==> src/rtl/audio_level_meter.sv <==
// Per-channel PCM level meter: tracks |sample| peaks from an asynchronous fs strobe and
// publishes decaying level and peak-hold values once per video frame (vsync_n fall).
module audio_level_meter #(
   parameter int unsigned DECAY_STEP  = 4,
   parameter int unsigned HOLD_FRAMES = 30
) (
   input  logic               clk,
   input  logic               reset,
   input  logic               mute,
   input  logic               pcm_fs,
   input  logic signed [15:0] pcm_l_in,
   input  logic signed [15:0] pcm_r_in,
   input  logic               vsyncn_in,
   output logic [7:0]         level_l,
   output logic [7:0]         level_r,
   output logic [7:0]         peak_l,
   output logic [7:0]         peak_r,
   output logic               level_valid
);

   localparam logic [7:0] STEP = 8'(DECAY_STEP);
   localparam logic [7:0] HOLD = 8'(HOLD_FRAMES);

   function automatic logic [7:0] sat_sub(input logic [7:0] a, input logic [7:0] b);
      return (a > b) ? (a - b) : 8'd0;
   endfunction

   function automatic logic [7:0] max8(input logic [7:0] a, input logic [7:0] b);
      return (a > b) ? a : b;
   endfunction

   // |x| with -32768 clamped to 32767, then scaled to 8 bits
   function automatic logic [7:0] sample_mag(input logic signed [15:0] x);
      logic [15:0] m;
      if (x == 16'sh8000)
         m = 16'h7fff;
      else if (x < 16'sd0)
         m = 16'(-x);
      else
         m = 16'(x);
      return m[14:7];
   endfunction

   logic               fs_p0, fs_p1, fs_p2;
   logic               vs_p0;
   logic               fs_stb, frm;
   logic signed [15:0] pcm   [2];
   logic [7:0]         mag   [2];
   logic [7:0]         nl    [2];
   logic [7:0]         acc   [2];
   logic [7:0]         level [2];
   logic [7:0]         peak  [2];
   logic [7:0]         hold  [2];

   assign pcm[0] = pcm_l_in;
   assign pcm[1] = pcm_r_in;

   assign fs_stb = fs_p1 & ~fs_p2;
   assign frm    = vs_p0 & ~vsyncn_in;

   always_comb begin
      for (int c = 0; c < 2; c++) begin
         mag[c] = mute ? 8'd0 : sample_mag(pcm[c]);
         nl[c]  = max8(acc[c], sat_sub(level[c], STEP));
      end
   end

   // Stage p0..p2: fs synchronizer and edge history; vsync history
   always_ff @(posedge clk) begin
      if (reset) begin
         fs_p0 <= 1'b1;
         fs_p1 <= 1'b1;
         fs_p2 <= 1'b1;
         vs_p0 <= 1'b1;
      end else begin
         fs_p0 <= pcm_fs;
         fs_p1 <= fs_p0;
         fs_p2 <= fs_p1;
         vs_p0 <= vsyncn_in;
      end
   end

   // Accumulate / frame close: a colliding sample seeds the next frame's accumulator
   always_ff @(posedge clk) begin
      if (reset) begin
         level_valid <= 1'b0;
         for (int c = 0; c < 2; c++) begin
            acc[c]   <= 8'd0;
            level[c] <= 8'd0;
            peak[c]  <= 8'd0;
            hold[c]  <= 8'd0;
         end
      end else begin
         level_valid <= frm;
         for (int c = 0; c < 2; c++) begin
            if (frm) begin
               level[c] <= nl[c];
               acc[c]   <= fs_stb ? mag[c] : 8'd0;
               if (nl[c] >= peak[c]) begin
                  peak[c] <= nl[c];
                  hold[c] <= HOLD;
               end else if (hold[c] != 8'd0) begin
                  hold[c] <= hold[c] - 8'd1;
               end else begin
                  peak[c] <= max8(nl[c], sat_sub(peak[c], STEP));
               end
            end else if (fs_stb) begin
               acc[c] <= max8(acc[c], mag[c]);
            end
         end
      end
   end

   assign level_l = level[0];
   assign level_r = level[1];
   assign peak_l  = peak[0];
   assign peak_r  = peak[1];

endmodule
==> config.mk <==
export PLATFORM = sky130hd
export DESIGN_NAME = audio_level_meter
export DESIGN_NICKNAME = d
export VERILOG_FILES = /design/src/rtl/audio_level_meter.sv
export SDC_FILE = /design/constraint.sdc
export NUM_CORES = 1
export LEC_CHECK = 0
export CORE_MARGIN = 2
export CORE_UTILIZATION = 35
export CTS_CLUSTER_SIZE = 30
export DETAILED_ROUTE_END_ITERATION = 10
export PLACE_DENSITY_LB_ADDON = 0.1
export SETUP_SLACK_MARGIN = 0.4
export SYNTH_ARGS = -nofsm -noshare
export SYNTH_HDL_FRONTEND = slang
export SYNTH_SLANG_ARGS = --single-unit
export TNS_END_PERCENT = 5
==> constraint.sdc <==
create_clock -name clk -period 4.85 [get_ports clk]
set_input_delay 1.455 -clock clk [delete_from_list [all_inputs] [get_ports clk]]
set_output_delay 1.455 -clock clk [all_outputs]
set_load 0.005 [all_outputs]
Yosys cells after proc, flatten, opt, wreduce, memory -nomap -nowiden
Memories as Yosys holds them, arrays and structs flattened.
Cells that the tools add are included.
{ "word_totals": {"regBits": 5, "out_inout_bits": 33, "inputBits": 37, "ramBits": 64, "wordCells": 122, "n_memories": 4} }
{ "op_classes": {"n_reduce_logical": 2, "n_addsub": 8, "n_eq_ne": 2, "n_mux": 69, "magnitude_cmp": 14, "bitwise_logic": 18} }
{ "memory_table": {"columns": ["memory", "words", "word_bits", "read_ports", "rd_clocked_by_memory_dff", "write_ports", "line_no", "text"], "rows": [
  ["acc", 2, 8, 2, 0, 2, "50", "logic [7:0] acc [2];"],
  ["hold", 2, 8, 2, 0, 2, "53", "logic [7:0] hold [2];"],
  ["level", 2, 8, 2, 0, 2, "51", "logic [7:0] level [2];"],
  ["peak", 2, 8, 2, 0, 2, "52", "logic [7:0] peak [2];"]
]} }
{ "ops": {"columns": ["operator", "count"], "rows": [
  ["8-bit 2-to-1 mux", 28],
  ["15-bit 2-to-1 mux", 4],
  ["8-bit > comparator", 6],
  ["1-bit 2-to-1 mux", 37],
  ["16-bit == test (second input constant)", 2],
  ["8-bit by 3-bit > comparator with 1-bit output (second input constant)", 4],
  ["16-bit by 1-bit less-than comparator with 1-bit output (second input constant)", 2],
  ["8-bit by 3-bit subtractor with 8-bit output (second input constant)", 4],
  ["15-bit negator", 2],
  ["8-bit >= comparator", 2],
  ["8-bit nonzero test", 2],
  ["8-bit by 1-bit subtractor with 8-bit output (second input constant)", 2],
  ["1-bit OR", 14],
  ["1-bit AND", 2],
  ["1-bit inverter", 2]
]} }

Logic depth before layout (Yosys ltp)
Gate-level depths: netlist of run 1.
An unclocked memory read counts as a cell.
{ "logic_depth": {"ltp_word": 12, "mapped_depth": 20, "mapped_depth_nobuf": 19} }

Worst setup path before layout of run 1
OpenSTA, ideal clock, no wires.
{ "synth_timing": {"kind": "input -> register", "start": "input port pcm_r_in[3]", "end": "memory acc[1][0] (enable)", "path_buffers": 1, "setup_ns": 0.384, "cell_stages": 13, "t_required_ns": 4.466, "path_slack_ns": -0.051, "arrival_ns": 4.517, "path_cell_list": "nor4_2 > nand3b_2 > or3_4 > or3_1 > buf_6 > a21o_2 > ha_1 > nor2b_1 > o21a_1 > o21ai_0 > a21oi_1 > o22a_1 > o21ai_0"} }
{ "synth_rtl": {"columns": ["item", "line_no", "text"], "rows": [
  ["start: declaration", "12", "input logic signed [15:0] pcm_r_in,"],
  ["end: declaration", "50", null]
]} }

==> results of run 1 <==
[what timing repair did]
action / in CTS / in global routing
pin swaps: 20 / 31
resized for setup: 46 / 102
setup buffers: 10 / 14
endpoints found under the setup margin: 47 / 80
[worst reg2reg max path: stages (launching register included)]
cell	delay, ns
edfxtp_1	0.51
inv_2	0.12
ha_4	0.16
a21oi_2	0.05
nor3_4	0.29
nand2b_4	0.20
ha_4	0.19
nor2b_1	0.12
o211ai_1	0.19
a21oi_2	0.10
o22ai_4	0.24
buf_6	0.17
mux2i_4	0.24
inv_2	0.06
ha_2	0.16
a21o_1	0.17
a221o_1	0.36
a211oi_2	0.27
nand2_2	0.12
buf_6	0.16
o31ai_2	0.22
a21oi_2	0.06
[sequential cells by signal (all words and copies together), names as in the netlist]
signal / cells
hold: 16
fs_p0: 1
vs_p0: 1
fs_p2: 1
level_valid: 1
fs_p1: 1
acc: 16
peak: 16
level: 16
[kinds of logic (layout without fill, tap and decap cells)]
| group | after synthesis | count (layout) | share of synthesized area |
|---|---|---|---|
| simple gates | 211 | 211 | 0.1968 |
| compound gates | 138 | 138 | 0.1570 |
| buf+inv | 79 | 229 | 0.05605 |
| fa+ha+maj | 75 | 75 | 0.1642 |
| flops | 69 | 69 | 0.3538 |
| xor+xnor | 25 | 25 | 0.03832 |
| mux | 19 | 19 | 0.03372 |
[power breakdown]
group | switching [uW] | internal (uW) | total [uW] | leakage, uW
clock network | 259 | 499 | 759 | 0.000159
logic | 748 | 728 | 1480 | 0.00248
registers | 64.0 | 727 | 791 | 0.000725
[layout by cell type, fill, tap and decap left out, types with 6 or more instances in the layout]
cell type and instances:
or3_4 6, nand2b_1 9, a21o_2 6, xnor2_1 10
ha_1 61, o21ai_1 9, clkdlybuf4s50_1 65, nor2b_1 11
nand3_1 8, buf_4 69, buf_6 9, clkbuf_16 9
nor2_1 50, nand4_1 11, inv_2 8, o21ai_0 10
a21oi_2 8, inv_1 57, o21ai_2 7, nand2_1 32
and2_1 6, xor2_1 15, nor2_2 7, ha_4 9
a21oi_1 35, edfxtp_1 64, o22ai_2 9, or2_2 7
nor3_1 16, o21a_1 7, mux2i_2 9
[final cells by class]
class / count / area [sq um]
tap: 216 / 270.3
clock buffer: 9 / 225.2
sequential: 69 / 2022
fill: 1451 / 7729
clock inverter: 7 / 113.9
multi-input combinational: 468 / 4015
timing repair buffer: 147 / 1320
inverter: 66 / 247.7
[how the worst max path moves through the flow]
stage,end,cells after the start,slack (ns),startpoint
4_1_cts,acc[0][2]$_SDFFCE_PP0P_,14,0.39,pcm_l_in[6]
5_1_grt,peak[0][7]$_SDFFCE_PP0P_,21,0.20,level[0][2]$_SDFFCE_PN0P_
3_3_place_gp,acc[0][0]$_SDFFCE_PP0P_,14,0.01,pcm_l_in[3]
3_5_place_dp,acc[1][1]$_DFFE_PP_,14,-0.01,pcm_r_in[3]
6_report,peak[0][7]$_SDFFCE_PP0P_,21,0.43,level[0][2]$_SDFFCE_PN0P_
2_1_floorplan,acc[1][0]$_DFFE_PP_,13,0.32,pcm_r_in[3]
[per-layer routing]
layer / GRT usage / vias up
li1: - / 2531
met2: 0.2787 / 86
met5: 0 / -
met4: 0.05737 / 0
met1: 0.2281 / 2384
met3: 0.01999 / 15
[stage by stage]
step	setup TNS (ns)	setup slack, ns	util
after floorplan	0	0.3244	-
after global placement	0	0.01449	0.4408
after detailed placement	-0.1571	-0.01095	0.4408
after CTS	0	0.3873	0.4805
after global routing	0	0.2021	0.5152
final	0	0.4303	0.5152
==> metrics.yaml, run 1 <==
sta:
  maxSlewViolCount: 0
  setup_viol_count_final: 0
  worst_pin_slew_ns: 0.7446
  period_minus_slack_ns: 4.420
  rsz0062_at_grt: "yes"
  slew_headroom: 0.5031
  timing.final.crit_share: 0.9113
  fmax_mhz: 226.3
  fin_skew_ns: 0.009609
  hold-worst-slack_ns: 0.4212
  final-hold-violation-count: 0
floorplanning:
  rows: 46
  dieArea_sq_um: 17360
  start_util: 0.3584
  fp.coreArea_sq_um: 15940
  die_h_microns: 131.8
  die_x_microns: 131.8
  ios: 70
critical_path:
  crit_slowest_cell: "edfxtp_1"
  arrival_ns: 4.50
  worstPathCellList: "inv_2, ha_4, a21oi_2, nor3_4, nand2b_4, ha_4, nor2b_1, o211ai_1, a21oi_2, o22ai_4, buf_6, mux2i_4, inv_2, ha_2, a21o_1, a221o_1, a211oi_2, nand2_2, buf_6, o31ai_2, a21oi_2"
  worstPathMaxFanout: 5
  crit_family: "compound AO/OA/AOI/OAI gates"
  crit_type: "reg2reg"
  cp_num_buf_inv: 4
  critPathRequiredTime_ns: 4.93
  path_common_cell: "a21oi_2"
  worstSetupStartpointType: "flip-flop"
  crit_path_end_kind: "flip-flop"
  ff2ff_path_depth: 21
  timing.rr.start: "level[0][2]$_SDFFCE_PN0P_"
  cpPeakStageDelay_ns: 0.51
  r2r_slack_ns: 0.43
  critical_path.reg2reg.endpoint: "peak[0][7]$_SDFFCE_PP0P_"
drt:
  drc_errors: 0
  wl_per_cell_microns: 15.12
  met3WireLength_microns: 475
  wirelength_microns: 14850
  first_iter_violations: 168
  wirelength_met1_microns: 7112
  vias: 5016
  ant_nets: 0
  drtPass1Iterations: 4
  wl_met2_microns: 7054
  highest_layer: "met4"
  via_per_inst: 5.108
clock_tree:
  clk_latency_ns: 0.34
  cts_buffers: 9
  cts_tree: "done"
  clk_pin_slew_worst_paths_ns: 0.06
  ctsHoldBuffers: 0
  clockRootBuffer: "clkbuf_16"
  numClockSinks: 69
  clockBufferDepth: 2
  htree_levels: 3
global_route:
  grt-ovfl-total: 0
  grt_pass1_vias: 4848
  antenna_found_initial: 0
  grt_first_pass_wirelength_microns: 23870
  grt_usage: 0.1681
  grt_start_max_net_pins: 23
layout:
  insertedDiodeCount: 0
  finalInstanceArea_sq_um: 8214
  drive_gt1_frac: 0.2977
  instances_no_fill: 982
  syn_to_final_growth_pct: 43.75
  nets: 873
logic_synthesis:
  avgSynthCellArea_sq_um: 9.276
  synthFlopType: "edfxtp_1"
  synth_area_leaders: "edfxtp_1, ha_1, inv_1"
  async_reset_ff_frac: 0
  synthTopCellsByCount: "ha_1, inv_1, edfxtp_1"
  synth_top_area_frac: 0.3363
  syn-instance-count: 616
  synth_top_cell_by_area: "edfxtp_1"
  ys_warn_count: 0
  netlist-cell-type-count: 62
  syn_area_sq_um: 5714
  ys_seq_area_frac: 0.3538
  post-synth-top-count-cell: "ha_1"
  synth_seq_cells: 69
  synth_edf_count: 64
  synth_nets: 728
power_and_ir_drop:
  power.density_nw_per_um2: 368.4
  total_power_uw: 3026
  leakage_uw: 0.003366
  ir_drop_mv: 0.1787
placed_design:
  postPlaceCellArea_sq_um: 7028
  dp_cells: 942
  finalWeightedCongestion: 0.8662
  hpwl_microns: 11410
  io_buffers: 69
worst_hold_path:
  worst_hold_path.num_cells: 1
  hp-start: "fs_p0$_SDFF_PP1_"
  hp-class: "reg2reg"
  whs_endpoint: "fs_p1$_SDFF_PP1_"
run:
  cap_viol_max_count: 0
run_status:
  status: "completed"
Power figures use the tool's default switching activity.
==> inputs of run 2 (changes only) <==
==> constraint.sdc (replaced) <==
create_clock -name clk -period 5.73 [get_ports clk]
set_input_delay 1.719 -clock clk [delete_from_list [all_inputs] [get_ports clk]]
set_output_delay 1.719 -clock clk [all_outputs]
set_load 0.005 [all_outputs]
==> run 2 against run 1 <==
Net effect: sequential power is 16% lower; routed wire length is 9.8% lower; power is 29% lower; setup slack better by 0.29 ns; global-route usage is 0.82 points lower; largest cell class unchanged; via count is 6.9% lower; sequential share of layout area is 4.0 points higher; core utilization is 7.2 points lower; critical path depth is 7 lower; worst hold slack better by 0.021 ns.
==> metrics.yaml, run 2 (synthesis gave the netlist of run 1 again) <==
run_status:
  status: "completed"
clock_tree:
  cts_buffers: 9  # unchanged
  postCtsSetupBuffers: 0  # -10
  clk_latency_ns: 0.34  # about the same
  htree_levels: 3  # unchanged
  clk_pin_slew_worst_paths_ns: 0.06  # about the same
  clockBufferDepth: 2  # unchanged
  clockRootBuffer: "clkbuf_16"
  numClockSinks: 69  # unchanged
  ctsHoldBuffers: 0  # unchanged
  cts_tree: "done"
sta:
  fin_skew_ns: 0.008547  # -0.001062 ns
  timing.final.crit_share: 0.8746
  hold-worst-slack_ns: 0.4424  # +0.02118 ns
  tns_ns: 0  # unchanged
  rsz0062_at_grt: "yes"
  setup_viol_count_final: 0  # unchanged
  maxSlewViolCount: 0  # unchanged
  period_minus_slack_ns: 5.012
  worst_pin_slew_ns: 0.7828  # +0.03823 ns
  layout_setup_ws_ns: 0.7184  # +0.2880 ns
  slew_headroom: 0.4770  # -0.02602
  fmax_mhz: 199.5
  final-hold-violation-count: 0  # unchanged
power_and_ir_drop:
  ir_drop_mv: 0.1414  # -21%
  pwr-share-clk: 0.279  # +0.028
  swShare: 0.3509  # -0.003294
  p_sw_uw: 756.0  # -29%
  pwr-share-seq: 0.310  # +0.049
  p_comb_frac: 0.411  # -0.077
  p_int_uw: 1399  # -28%
  leakage_uw: 0.002961  # -12%
  power.density_nw_per_um2: 305.0  # -17%
placed_design:
  postPlaceCellArea_sq_um: 6730  # -4.2%
  dp_cells: 905  # -3.9%
  io_buffers: 69  # unchanged
  hpwl_microns: 10930  # -4.2%
  place_ws_ns: 0.3406  # +0.3515 ns
  finalWeightedCongestion: 0.8644  # -0.21%
global_route:
  antenna_found_initial: 0  # unchanged
  grt_first_pass_wirelength_microns: 22540  # -5.6%
  use_met2: 0.2519  # -0.02676
  met3_usage: 0.01922  # -0.0007689
  grt_pass1_vias: 4581  # -5.5%
  use_met1: 0.2251  # -0.003029
  grt-ovfl-total: 0  # unchanged
  grt_usage: 0.1599  # -0.008202
  grt_start_max_net_pins: 24  # +4.3%
  grt-busiest-layer: "met2"
critical_path:
  worstPathCellList: "clkdlybuf4s50_1, nor4_2, nand3b_2, or3_4, or3_1, a21o_2, ha_1, nor2b_1, o21a_1, o21ai_0, a21oi_1, o22a_1, o21ai_0, buf_4"
  crit_path_end_kind: "flip-flop"
  cpPeakStageDelay_ns: 0.43  # -0.08 ns
  crit_family: "simple AND/OR/NAND/NOR gates"
  path_common_cell: "o21ai_0"
  cp_num_buf_inv: 2  # -2
  crit_slowest_cell: "clkdlybuf4s50_1"
  worstSetupStartpointType: "primary input"
  crit_type: "in2reg"
  critPathRequiredTime_ns: 5.78  # +0.85 ns
  worstPathMaxFanout: 8  # +3
  arrival_ns: 5.06  # +0.56 ns
drt:
  vias: 4670  # -6.9%
  first_iter_violations: 173  # +3.0%
  via_per_inst: 5.071  # -0.73%
  drtPass1Iterations: 4  # unchanged
  wl_per_cell_microns: 14.54  # -3.8%
  ant_nets: 0  # unchanged
  wirelength_microns: 13390  # -9.8%
  drc_errors: 0  # unchanged
run:
  cap_viol_max_count: 0  # unchanged
floorplanning:
  rows: 46  # unchanged
  die_h_microns: 131.8  # unchanged
  die_x_microns: 131.8  # unchanged
  fp.coreArea_sq_um: 15940  # unchanged
  ios: 70  # unchanged
  start_util: 0.3584  # unchanged
  dieArea_sq_um: 17360  # unchanged
layout:
  syn_to_final_growth_pct: 23.65
  fillers: 1551  # +6.9%
  mostFrequentLayoutCells: "ha_1, clkdlybuf4s50_1, inv_1"
  regArea_sq_um: 2022  # unchanged
  instances_no_fill: 921  # -6.2%
  insertedDiodeCount: 0  # unchanged
  finalInstanceArea_sq_um: 7066  # -14%
  final_common_cell: "ha_1"
  multi_input_area_sq_um: 3392  # -16%
  drive_gt1_frac: 0.1021  # -0.1955
  nets: 812  # -7.0%
worst_hold_path:
  hp-class: "reg2reg"
run 2: changes by cell type in the layout (fill, tap and decap cells not counted), moves of 9 or more:
cell / delta
mux2i_2: -9
o21ai_0: +14
buf_4: -52
a21oi_1: +10
o22ai_2: -9
buf_6: -9
ha_1: +14
ha_4: -9
mux2i_1: +14
run 2: per-layer routing:
| metal | part of all wire | up-vias |
|---|---|---|
| li1 | - | 2402 |
| met1 | 0.52 | 2195 |
| met3 | 0.020 | 14 |
| met2 | 0.45 | 59 |
| met5 | 0 | - |
| met4 | 0.016 | 0 |
run 2: area by class of cell:
cell class | count | area share
timing repair buffer | 86 | 0.1158
sequential | 69 | 0.2862
clock inverter | 7 | 0.01275
multi-input combinational | 468 | 0.4801
clock buffer | 9 | 0.03188
inverter | 66 | 0.03506
tap | 216 | 0.03825
run 2: per-stage QoR:
| stage | total power (uW) | util |
|---|---|---|
| 2_1_floorplan | 1239 | - |
| 3_3_place_gp | 1536 | 0.4221 |
| 3_5_place_dp | 1556 | 0.4221 |
| 4_1_cts | 2166 | 0.4419 |
| 5_1_grt | 2321 | 0.4432 |
| 6_report | 2155 | 0.4432 |
run 2: final timing paths:
kind | startpoint | to | slack, ns | cells past startpoint
setup / recovery | pcm_l_in[3] | acc[0][2]$_SDFFCE_PP0P_ | 0.72 | 14
hold / removal | fs_p0$_SDFF_PP1_ | fs_p1$_SDFF_PP1_ | 0.44 | 1
setup reg to reg | level[0][14]$_SDFFCE_PN0P_ | peak[1][7]$_DFFE_PP_ | 0.84 | 17
hold reg to reg | fs_p0$_SDFF_PP1_ | fs_p1$_SDFF_PP1_ | 0.44 | 1
run 2: power groups by stage:
stage | combinational, uW | sequential [uW] | clock (uW)
finish | 886 | 668 | 600
global route | 1010 | 677 | 629
CTS | 885 | 670 | 611
detailed placement | 877 | 680 | 0
global placement | 858 | 678 | 0
floorplan | 573 | 667 | 0
run 2: worst reg2reg max path: stages (launching register included):
cell      delay, ns
edfxtp_1       0.46
or3_1          0.44
nor3_2         0.35
nand2b_1       0.19
ha_1           0.24
nor2b_1        0.13
o211ai_1       0.15
a21oi_1        0.12
o22ai_4        0.31
mux2i_1        0.38
inv_1          0.11
ha_1           0.32
and2_1         0.17
o21ai_0        0.08
nor4bb_1       0.53
o211ai_1       0.18
nand3_1        0.32
o22ai_1        0.14
run 2: timing repair:
| item | CTS | global route |
|---|---|---|
| endpoints found under the hold margin | 0 | 0 |
| gates resized for setup | 0 | 4 |
| endpoints found under the setup margin | 0 | 27 |
